File: src/rtl/dfd_pkg.sv
// Shared debug/trace definitions: trigger FSM states and flit field positions.
package dfd_pkg;

  typedef enum logic [1:0] {
    IDLE  = 2'd0,
    ARMED = 2'd1,
    POST  = 2'd2,
    DONE  = 2'd3
  } trig_state_t;

  // Flit layout, MSB first: {hdr_flg, tail_flg, vc_onehot[V-1:0], payload}
  function automatic int hdr_pos(input int fw);
    return fw - 1;
  endfunction

  function automatic int tail_pos(input int fw);
    return fw - 2;
  endfunction

  function automatic int vc_lsb(input int fw, input int v);
    return fw - 2 - v;
  endfunction

  function automatic int vc_msb(input int fw);
    return fw - 3;
  endfunction

endpackage

File: src/rtl/trace_match.sv
// Combinational pattern/mask comparator; a zero mask matches any valid flit.
module trace_match #(
  parameter int W = 38
) (
  input  logic [W-1:0] i_data,
  input  logic         i_valid,
  input  logic [W-1:0] i_pattern,
  input  logic [W-1:0] i_mask,
  output logic         o_match
);

  logic [W-1:0] w_diff;

  assign w_diff  = (i_data ^ i_pattern) & i_mask;
  assign o_match = i_valid & (w_diff == '0);

endmodule

File: src/rtl/trace_trigger_ctrl.sv
// Trace trigger controller feeding the per-port trace buffer.
// Optional feature macro: TRACE_TIMESTAMP_EN (timestamp in trace word MSBs).
module trace_trigger_ctrl
  import dfd_pkg::*;
#(
  parameter int Fpay  = 32,
  parameter int V     = 4,
  parameter int CNT_W = 9,
`ifdef TRACE_TIMESTAMP_EN
  parameter int TS_W  = 8,
`endif
  parameter int Fw    = 2 + V + Fpay
) (
  input  logic             clk,
  input  logic             reset,
  input  logic [Fw-1:0]    flit_in,
  input  logic             flit_in_wr,
  input  logic [Fw-1:0]    trig_pattern,
  input  logic [Fw-1:0]    trig_mask,
  input  logic [CNT_W-1:0] post_count,
  input  logic             pre_trig_en,
  input  logic             arm,
  input  logic             clear,
  output logic [Fpay-1:0]  trace,
  output logic             trace_wr,
  output logic             triggered,
  output logic             done,
  output logic [CNT_W-1:0] capture_cnt
);

  localparam logic [CNT_W-1:0] CNT_MAX = '1;

  trig_state_t      r_state, w_state_nxt;
  logic [CNT_W-1:0] r_post_cnt, w_post_nxt;
  logic [CNT_W-1:0] r_capture_cnt;
  logic [Fpay-1:0]  r_trace;
  logic             r_trace_wr, w_wr_nxt;
  logic             r_triggered, w_trig_nxt;
  logic             r_done, w_done_nxt;
  logic             w_clr_cnt;
  logic             w_match;
  logic [Fpay-1:0]  w_trace_data;

  trace_match #(.W(Fw)) u_match (
    .i_data    (flit_in),
    .i_valid   (flit_in_wr),
    .i_pattern (trig_pattern),
    .i_mask    (trig_mask),
    .o_match   (w_match)
  );

`ifdef TRACE_TIMESTAMP_EN
  logic [TS_W-1:0] r_ts;

  always_ff @(posedge clk or posedge reset) begin
    if (reset) r_ts <= '0;
    else       r_ts <= r_ts + 1'b1;
  end

  // Timestamp is the counter value in the cycle the flit is accepted.
  assign w_trace_data = {r_ts, flit_in[Fpay-TS_W-1:0]};
`else
  assign w_trace_data = flit_in[Fpay-1:0];
`endif

  always_comb begin
    w_state_nxt = r_state;
    w_post_nxt  = r_post_cnt;
    w_wr_nxt    = 1'b0;
    w_trig_nxt  = r_triggered;
    w_done_nxt  = r_done;
    w_clr_cnt   = 1'b0;
    if (clear) begin
      w_state_nxt = IDLE;
    end else begin
      unique case (r_state)
        IDLE, DONE: begin
          // arm takes the cycle; a flit arriving alongside it is not evaluated
          if (arm) begin
            w_state_nxt = ARMED;
            w_trig_nxt  = 1'b0;
            w_done_nxt  = 1'b0;
            w_clr_cnt   = 1'b1;
          end
        end
        ARMED: begin
          if (w_match) begin
            w_wr_nxt   = 1'b1;
            w_trig_nxt = 1'b1;
            w_post_nxt = post_count;
            if (post_count == '0) begin
              w_state_nxt = DONE;
              w_done_nxt  = 1'b1;
            end else begin
              w_state_nxt = POST;
            end
          end else if (flit_in_wr && pre_trig_en) begin
            w_wr_nxt = 1'b1;
          end
        end
        POST: begin
          if (flit_in_wr) begin
            w_wr_nxt   = 1'b1;
            w_post_nxt = r_post_cnt - 1'b1;
            if (r_post_cnt == CNT_W'(1)) begin
              w_state_nxt = DONE;
              w_done_nxt  = 1'b1;
            end
          end
        end
        default: w_state_nxt = IDLE;
      endcase
    end
  end

  always_ff @(posedge clk or posedge reset) begin
    if (reset) begin
      r_state       <= IDLE;
      r_post_cnt    <= '0;
      r_capture_cnt <= '0;
      r_trace       <= '0;
      r_trace_wr    <= 1'b0;
      r_triggered   <= 1'b0;
      r_done        <= 1'b0;
    end else begin
      r_state     <= w_state_nxt;
      r_post_cnt  <= w_post_nxt;
      r_trace_wr  <= w_wr_nxt;
      r_triggered <= w_trig_nxt;
      r_done      <= w_done_nxt;
      if (w_wr_nxt) r_trace <= w_trace_data;
      if (w_clr_cnt)
        r_capture_cnt <= '0;
      else if (w_wr_nxt && (r_capture_cnt != CNT_MAX))
        r_capture_cnt <= r_capture_cnt + 1'b1;
    end
  end

  assign trace       = r_trace;
  assign trace_wr    = r_trace_wr;
  assign triggered   = r_triggered;
  assign done        = r_done;
  assign capture_cnt = r_capture_cnt;

endmodule
File: config.mk
export PLATFORM = sky130hd
export DESIGN_NAME = trace_trigger_ctrl
export DESIGN_NICKNAME = d
export VERILOG_FILES = /design/src/rtl/dfd_pkg.sv /design/src/rtl/trace_match.sv /design/src/rtl/trace_trigger_ctrl.sv
export SDC_FILE = /design/constraint.sdc
export NUM_CORES = 1
export LEC_CHECK = 0
export BUFFER_PORTS_ARGS = -buffer_cell sky130_fd_sc_hd__buf_2
export CORE_UTILIZATION = 30
export DETAILED_ROUTE_END_ITERATION = 10
export HOLD_SLACK_MARGIN = 0.08
export PLACE_DENSITY_LB_ADDON = 0.05
export SLEW_MARGIN = 5
export SYNTH_ARGS = -nofsm -noshare
export SYNTH_HDL_FRONTEND = slang
export SYNTH_SLANG_ARGS = --single-unit
File: constraint.sdc
create_clock -name clk -period 2.9 [get_ports clk]
set_input_delay 0.435 -clock clk [delete_from_list [all_inputs] [get_ports clk]]
set_output_delay 0.435 -clock clk [all_outputs]
set_load 0.1 [all_outputs]
==> After elaboration in Yosys (flattened, before gate mapping) <==
Index checks and enable logic that the tools add are counted.
{ "totals": {"out_inout_bits": 44, "register_bits": 55, "input_bits": 129, "wordCells": 68} }
{ "op_classes": {"n_mux": 28, "n_reduce_logical": 13, "n_eq_ne": 14, "add_sub_neg": 2, "n_bitwise": 4} }
{ "ops": {"columns": ["operator", "count"], "rows": [
  ["38-bit AND", 1],
  ["38-bit logical NOT", 1],
  ["38-bit bitwise XOR", 1],
  ["9-bit 2-to-1 mux", 4],
  ["9-bit one-hot mux with 2 select lines", 1],
  ["1-bit 2-to-1 mux", 14],
  ["4-bit AND reduction", 3],
  ["2-bit 2-to-1 mux", 5],
  ["9-bit by 1-bit adder with 9-bit output, second input constant", 1],
  ["9-bit by 1-bit equality test with 1-bit output, second input constant", 1],
  ["9-bit logical NOT", 1],
  ["3-bit != test, second input constant", 3],
  ["9-bit != test, second input constant", 1],
  ["9-bit by 1-bit subtractor with 9-bit output, second input constant", 1],
  ["2-bit != test, second input constant", 4],
  ["2-bit one-hot mux with 3 select lines", 1],
  ["6-bit AND reduction", 1],
  ["2-bit nonzero test", 3],
  ["2-bit equality test, second input constant", 2],
  ["1-bit one-hot mux with 2 select lines", 2],
  ["3-bit by 2-bit != test with 1-bit output, second input constant", 1],
  ["1-bit one-hot mux with 3 select lines", 1],
  ["2-bit by 1-bit equality test with 1-bit output, second input constant", 1],
  ["1-bit logical AND", 2],
  ["other kinds (5)", 5]
]} }

==> Logic depth before layout (Yosys ltp) <==
Gate-level depths: netlist of run 1.
{ "logic_depth": {"depth_word": 10, "mapped_depth": 10, "depth_no_buf": 8} }

==> Modules after synthesis <==
A second synthesis of run 1 with hierarchy kept.
{ "hier_totals": {"hier_cells": 283, "hier_area_um2": 3062.9} }
{ "by_module_without_submodules": {"columns": ["mod", "seq_area_each_um2", "n_inst", "area_per_inst_um2", "cells_per_inst"], "rows": [
  ["trace_trigger_ctrl", 1376.3, 1, 2533.7, 222],
  ["trace_match", 0.0, 1, 529.3, 61]
]} }

==> Least setup slack after synthesis of run 1 <==
Ideal clock, no wire load.
{ "synth_timing": {"path_kind": "reg2reg", "startpoint": "reg r_capture_cnt[0], in the netlist capture_cnt[0]", "endpoint": "reg r_capture_cnt[2], in the netlist capture_cnt[2]", "setup_slack_ns": 0.370, "path_stages_with_launch": 9, "period_less_slack_ns": 2.530, "t_required_ns": 2.729, "t_arrival_ns": 2.359, "cell_sequence": "dfrtp_1 -> ha_1 -> and3_1 -> nand3_1 -> nor2_1 -> ha_1 -> clkbuf_1 -> nor3b_1 -> mux2i_1"} }
{ "synth_between": {"elab_chain_len": 3, "elab_cells_between_ends": 6} }
{ "synth_rtl": {"columns": ["item", "line_no", "text"], "rows": [
  ["start: declaration", "trace_trigger_ctrl.sv:35", "logic [CNT_W-1:0] r_capture_cnt;"],
  ["start signal: assignment", "trace_trigger_ctrl.sv:135", "r_capture_cnt <= r_capture_cnt + 1'b1;"],
  ["9-bit by 1-bit adder with 9-bit output or 9-bit != test (tied branches)", "trace_trigger_ctrl.sv:135, trace_trigger_ctrl.sv:134", null],
  ["9-bit 2-to-1 mux or 1-bit logical AND (tied branches)", "trace_trigger_ctrl.sv:134", "else if (w_wr_nxt && (r_capture_cnt != CNT_MAX))"],
  ["9-bit 2-to-1 mux or 2-bit nonzero test (tied branches)", null, null]
]} }
Several ways; a longest one is shown, not always the timed one. The select of a mux whose other input is x is not followed.
A chain may end at the register's enable or synchronous reset.

==> Worst setup path after layout of run 1 <==
{ "layout_timing": {"startpoint": "reg r_state[0]", "endpoint": "reg r_trace[17], in the netlist trace[17]"} }
{ "layout_between": {"elab_chain_len": 3, "elab_cells_between_ends": 4} }
{ "layout_rtl": {"columns": ["item", "line_no", "text"], "rows": [
  ["start: declaration", "trace_trigger_ctrl.sv:33", "trig_state_t r_state, w_state_nxt;"],
  ["start signal: assignment", "trace_trigger_ctrl.sv:126", "r_state <= w_state_nxt;"],
  ["2-bit equality test or 2-bit by 1-bit equality test with 1-bit output (tied branches)", "trace_trigger_ctrl.sv:76", "unique case (r_state)"],
  ["1-bit one-hot mux with 2 select lines *", "trace_trigger_ctrl.sv:76", null],
  ["1-bit 2-to-1 mux *", "trace_trigger_ctrl.sv:73", "if (clear) begin"],
  ["end signal: assignment", "trace_trigger_ctrl.sv:131", "if (w_wr_nxt) r_trace <= w_trace_data;"],
  ["end: declaration", "trace_trigger_ctrl.sv:36", "logic [Fpay-1:0] r_trace;"]
]} }
Mark *: on every way between the ends. The rest lies on a longest branch, timed or not.

==> results.md, run 1 <==
- Detail Placement HPWL: ~6.9 mm
- F_max: 438 MHz
- Chip width: 103 µm
- Netlist cell types: 38
- Clk sinks: between 50 and 60
- Skew-Pair Late Insertion Delay: between 0.3 and 0.4 ns
- Total number of vias: between 2000 and 3000
- Buf+Inv Stages, Crit Path: 3
- Initial Util: 0.312
- Setup violations, final: 0
- Skew final: between 0.005 and 0.006 ns
- Layout Nets: 602
- Setup bufs post-CTS: 0
- I/O Buffers: around 170
- DR WL/cell: around 14 µm
- Syn Inst Count: around 290
- Max VDD drop: approximately 0.73 mV
- Cell taking the most area after synthesis: dfrtp_1
- Reg2reg setup slack: between 0.6 and 0.7 ns
- Leak Pwr: ~0.0022 µW
- Vias per cell: 4.73
- Sequential standard cell area: 1380 µm²
- Via count of the first global-routing pass: about 2800
- 1st-pass router iterations: 4
- Placed cell count: between 500 and 600
- PwrDens: about 1100 nW/µm²
- Htree depth: 2
- Mapped Area: 3080 µm²
- Seq/Total Area, Yosys: 0.447
- Die area: 10700 µm²
- Syn-to-layout area delta: 37.2%
- Synth Register Bits: 55
- Congestion Overflow GR: 0
- CP required: around 3 ns
- Starting DRT DRC Count: 53
- Resize count post-CTS: 0
- DR DRC count: 0
- Fill cells: 1008
- Crit path kind: flop to flop
- RSZ-0062 raised after global routing: false
- HP Class: input port to asynchronous set/reset pin
- EDFF count, synth: 0
- Rows: 36
- TritonCTS clock tree: yes
- Post-route minimum period: roughly 2.3 ns
- Ant diodes: 0
- Commonest cells after routing, fill and taps aside: buf_2 (172), dfrtp_1 (55), xor2_1 (38)
- Yosys warnings: 0
- Outcome: completed
- Hold_buf cts: 0
- Worst-path cell chain: inv_1 -> ha_1 -> inv_1 -> nand2_1 -> nand3_1 -> a21boi_4 -> buf_12 -> mux2_2
- Largest net degree at the start of global routing: 28
- Most frequent cell on the critical path: inv_1
- Core Area: slightly below 10000 µm²
- TritonCTS Buffers: 5
- Synth top area share: 0.447
- Total GRT Usage: 0.162
- CP arrival: 2.48 ns
- Ys flop type: dfrtp_1
- Multi-input logic area: approximately 1600 µm²
- Critical-path top delay cell: a21boi_4
- Syn Area/Cell: 10.6 µm²
- First-pass GRT wire length: 13.2 mm
- Final wirelength: 8.45 mm
- Final Hold Fails: 0
- Worst slew margin: 0.506
- Top Ports: 173
- Clk slew on worst S/H paths: ~0.10 ns
- Fraction of registers with async set/reset: 1.00
- Synth top area cells: dfrtp_1 (45%), mux2_2 (12%), xor2_1 (11%), a22oi_1 (4.1%), o21ai_0 (2.6%)
- Post-route setup TNS: 0 ns
- Net count after synthesis: between 400 and 500
- Max Cap Violations: 0
- Slew @ Worst Pin: around 0.73 ns
- Period utilization: 0.788
- Critical Path Sink Type: flop
- Most common cell after layout, fill and taps aside: buf_2
- Buffer levels on the longest clock path: 2
- Crit Path Max Fanout: 27
- Layout cells sized above 1: 0.472
- Slew Limit Fails: 0
- CP delay by family, top: compound AO/OA/AOI/OAI gates
- Non-filler cells, final: ~600
- Die Y: about 100 µm
- Clock Root Buffer: clkbuf_8
- GPL Wtd Cong: between 0.7 and 0.8
- Initial antenna violation count: 0
- Detail Route Antenna Nets: 0
- Worst Setup Start Kind: flop
- Crit path largest cell delay: between 0.4 and 0.5 ns
registers in the layout, summed over array words and instances, names as in the netlist:
| signal | count |
|---|---|
| capture_cnt | 9 |
| done | 1 |
| r_post_cnt | 9 |
| r_state | 2 |
| trace | 32 |
| trace_wr | 1 |
| triggered | 1 |
routing by layer:
layer / GRT usage / wire (µm) / part of all wire / up-vias
met2: 0.300 / 4180 / 0.49 / 112
met3: 0.0336 / 638 / 0.075 / 14
met4: 0.0520 / 143 / 0.017 / 0
met1: 0.187 / 3490 / 0.41 / 1304
met5: 0 / 0 / 0 / -
li1: - / - / - / 1412
worst register-to-register path, stage by stage, from the launching register on:
cell      delay, ns
dfrtp_1        0.36
inv_1          0.06
ha_1           0.36
inv_1          0.14
nand2_1        0.06
nand3_1        0.08
a21boi_4       0.48
buf_12         0.27
mux2_2         0.37
cell usage after synthesis (5+ instances only):
cell      count
a22oi_1      17
o31ai_1       8
mux2_2       32
a21oi_1      10
nand3_1       5
nand2_1      12
and3_1        6
xor2_1       38
dfrtp_1      55
clkbuf_1      5
inv_1        11
mux2i_1       5
nor2_1       16
ha_1          6
o21ai_0      16
nand4_1       6
report_power, final:
group | leakage [µW] | switching, µW | internal [µW] | total, µW
Combinational | 0.00141 | 2330 | 613 | 2940
Clock | 0.0000484 | 259 | 197 | 456
Sequential | 0.000706 | 167 | 1070 | 1240
per-stage QoR:
| step | cell area [µm²] | power [µW] | hold WS, ns | setup WS [ns] | utilization |
|---|---|---|---|---|---|
| floorplan | 3080 | 3640 | 0.471 | 0.370 | - |
| global placement | 4130 | 4210 | 0.483 | 0.399 | 0.419 |
| detailed placement | 4130 | 4220 | 0.487 | 0.339 | 0.419 |
| CTS | 4220 | 4690 | 0.142 | 0.580 | 0.428 |
| global route | 4220 | 4870 | 0.150 | 0.427 | 0.428 |
| finish | 4220 | 4640 | 0.124 | 0.615 | 0.428 |
cell type report:
cell class | count | share of cell area
clock buffers | 7 | 0.0204
multi-input cells | 216 | 0.385
inverters | 11 | 0.00977
clock inverters | 1 | 0.00207
flip-flops and latches | 55 | 0.326
well taps | 133 | 0.0394
repair buffers | 178 | 0.217
logic make-up after synthesis:
family	synth area share
and+or+nand+nor	0.114
DFF	0.447
buffers and inverters	0.0280
AOI/OAI and AO/OA	0.145
adders and majority gates	0.0244
muxes	0.133
xor gates and xnor gates	0.108
worst paths after layout:
path	cells past startpoint	startpoint	end
setup / recovery	8	r_state[0]$_DFFE_PP0P_	trace[17]$_DFFE_PP0P_
hold / removal	2	reset	trace[25]$_DFFE_PP0P_
setup reg to reg	8	r_state[0]$_DFFE_PP0P_	trace[17]$_DFFE_PP0P_
hold reg to reg	1	trace[1]$_DFFE_PP0P_	trace[1]$_DFFE_PP0P_
max in group asynchronous	3	reset	trace[17]$_DFFE_PP0P_
min in group clk	2	clear	r_state[0]$_DFFE_PP0P_
Note: power is estimated with default switching activity, not from simulation.
==> run 2, diff against run 1 <==
==> constraint.sdc (replaced) <==
create_clock -name clk -period 2.15 [get_ports clk]
set_input_delay 0.3225 -clock clk [delete_from_list [all_inputs] [get_ports clk]]
set_output_delay 0.3225 -clock clk [all_outputs]
set_load 0.1 [all_outputs]
==> results.md, run 2 (synthesis gave the netlist of run 1 again) <==
- Outcome: completed
- Layout Nets: 624 (+3.7%)
- Htree depth: 2 (unchanged)
- Worst slew margin: 0.667 (+0.161)
- Total GRT Usage: 0.166 (+0.00338)
- Total number of vias: 2907 (+2.3%)
- I/O Buffers: 172 (unchanged)
- HP Start: flit_in[16]
- First-pass GRT wire length: 13.5 mm (+2.5%)
- Crit path kind: flop to flop
- DR DRC count: 0 (unchanged)
- Max FFs per register: 32 (unchanged)
- Fill cells: 1001 (-0.69%)
- Chip width: 103 µm (unchanged)
- Post-route cell area: 4460 µm² (+5.6%)
- TritonCTS Buffers: 5 (unchanged)
- Die area: 10700 µm² (unchanged)
- Initial Util: 0.312 (unchanged)
- CP arrival: 2.20 ns (-0.28 ns)
- Setup crit start: r_post_cnt[7]$_DFFE_PP0P_
- Layout cells sized above 1: 0.515 (+0.0431)
- TritonCTS clock tree: yes
- Detail Route Antenna Nets: 0 (unchanged)
- Vias per cell: 4.67 (-1.2%)
- Buffer levels on the longest clock path: 2 (unchanged)
- Placement Cell Area: 4300 µm² (+4.1%)
- Initial antenna violation count: 0 (unchanged)
- Period utilization: 0.940 (+0.152)
- Commonest cells after routing, fill and taps aside: buf_2 (172), dfrtp_1 (51), xor2_1 (38)
- PwrDens: 1440 nW/µm² (+31%)
- Largest net degree at the start of global routing: 36 (+29%)
- Starting DRT DRC Count: 69 (+30%)
- Post-route minimum period: 2.02 ns (-0.265 ns)
- CP required: 2.33 ns (-0.76 ns)
- Core Area: 9860 µm² (unchanged)
- WHS: 0.272 ns (+0.148 ns)
- Skew final: 0.00590 ns (+0.000528 ns)
- Top Ports: 173 (unchanged)
- HP Class: input port to flop
- Final wirelength: 8.66 mm (+2.4%)
- Crit Path Max Fanout: 3 (-89%)
- Clk slew on worst S/H paths: 0.09 ns (about the same)
- Slew Limit Fails: 0 (unchanged)
- Setup violations, final: 0 (unchanged)
- Congestion Overflow GR: 0 (unchanged)
- Reg-to-Reg Start: r_post_cnt[7]$_DFFE_PP0P_
- Slew @ Worst Pin: 0.503 ns (-0.231 ns)
- Detail Placement HPWL: 6.94 mm (+0.91%)
- RSZ-0062 raised after global routing: false
- Final Util: 0.452 (+0.0238)
- Worst Setup Start Kind: flop
- Critical Path Sink Type: flop
- Die Y: 103 µm (unchanged)
- Rows: 36 (unchanged)
- GPL Wtd Cong: 0.788 (+1.0%)
- F_max: 495 MHz (+13%)
- Max VDD drop: 0.885 mV (+21%)
- Clk sinks: 55 (unchanged)
- Leak Pwr: 0.00227 µW (+5.0%)
- Final Hold Fails: 0 (unchanged)
- 1st-pass router iterations: 5 (+1)
- Syn-to-layout area delta: 44.9%
- Clock Root Buffer: clkbuf_8
- Skew-Pair Late Insertion Delay: 0.30 ns (about the same)
- Max Cap Violations: 0 (unchanged)
- Via count of the first global-routing pass: 2866 (+3.2%)
- DR WL/cell: 13.9 µm (-1.1%)
- Ant diodes: 0 (unchanged)
- Most common cell after layout, fill and taps aside: buf_2
run 2: changes by cell type in the layout (fill, tap and decap cells not counted), sizes merged:
cell,before,now
dlygate4sd3,0,1
buf,178,198
clkinv,1,0
a21boi,5,6
run 2: timing repair:
action                                 4_1_cts  5_1_grt
endpoints found under the hold margin       20        0
setup endpoints to repair                    0       36
setup buffers                                0        2
gates resized for setup                      0       11
hold buffers                                 1        0
run 2: per-layer routing:
layer / up-vias / GRT usage / part of all wire
li1: 1452 / - / -
met1: 1351 / 0.198 / 0.44
met2: 99 / 0.310 / 0.50
met3: 5 / 0.0309 / 0.057
met4: 0 / 0.0325 / 0.0068
met5: - / 0 / 0
run 2: stage by stage:
stage,cells,setup WS (ns),total power [µW],setup TNS [ns]
detailed placement,611,-0.130,5810,-1.42
finish,622,0.129,6410,0
global route,622,0.000631,6760,0
global placement,611,-0.0915,5780,-0.556
floorplan,291,0.00391,4910,0
CTS,619,0.00542,6380,0
run 2: worst paths after layout:
path / to / slack (ns) / cells after the start
max: r_state[0]$_DFFE_PP0P_ / 0.13 / 7
min: trace[16]$_DFFE_PP0P_ / 0.27 / 2
max reg2reg: r_state[0]$_DFFE_PP0P_ / 0.13 / 7
min reg2reg: trace[27]$_DFFE_PP0P_ / 0.51 / 1
max in group asynchronous: capture_cnt[3]$_DFFE_PP0P_ / 1.01 / 4
min in group asynchronous: trace[3]$_DFFE_PP0P_ / 0.58 / 3
run 2: final cells by class:
| type | count | area, µm² | share of cell area |
|---|---|---|---|
| inverters | 11 | 41.3 | 0.00926 |
| well taps | 133 | 166 | 0.0373 |
| multi-input cells | 217 | 1690 | 0.379 |
| clock buffers | 7 | 76.3 | 0.0171 |
| repair buffers | 199 | 1100 | 0.247 |
| flip-flops and latches | 55 | 1380 | 0.310 |
run 2: report_power, final:
| part | leakage (µW) | switching, µW | internal, µW |
|---|---|---|---|
| clock | 0.0000383 | 317 | 226 |
| sequential | 0.000699 | 260 | 1450 |
| combinational | 0.00154 | 3190 | 968 |
| total | 0.00227 | 3770 | 2640 |
run 2: worst max-delay path: stages (launching register included):
cell	delay [ns]
dfrtp_1	0.42
nor4_4	0.31
nor2b_2	0.21
a31oi_1	0.13
nor2_1	0.13
nand4_1	0.18
a2111oi_1	0.41
a211oi_1	0.10
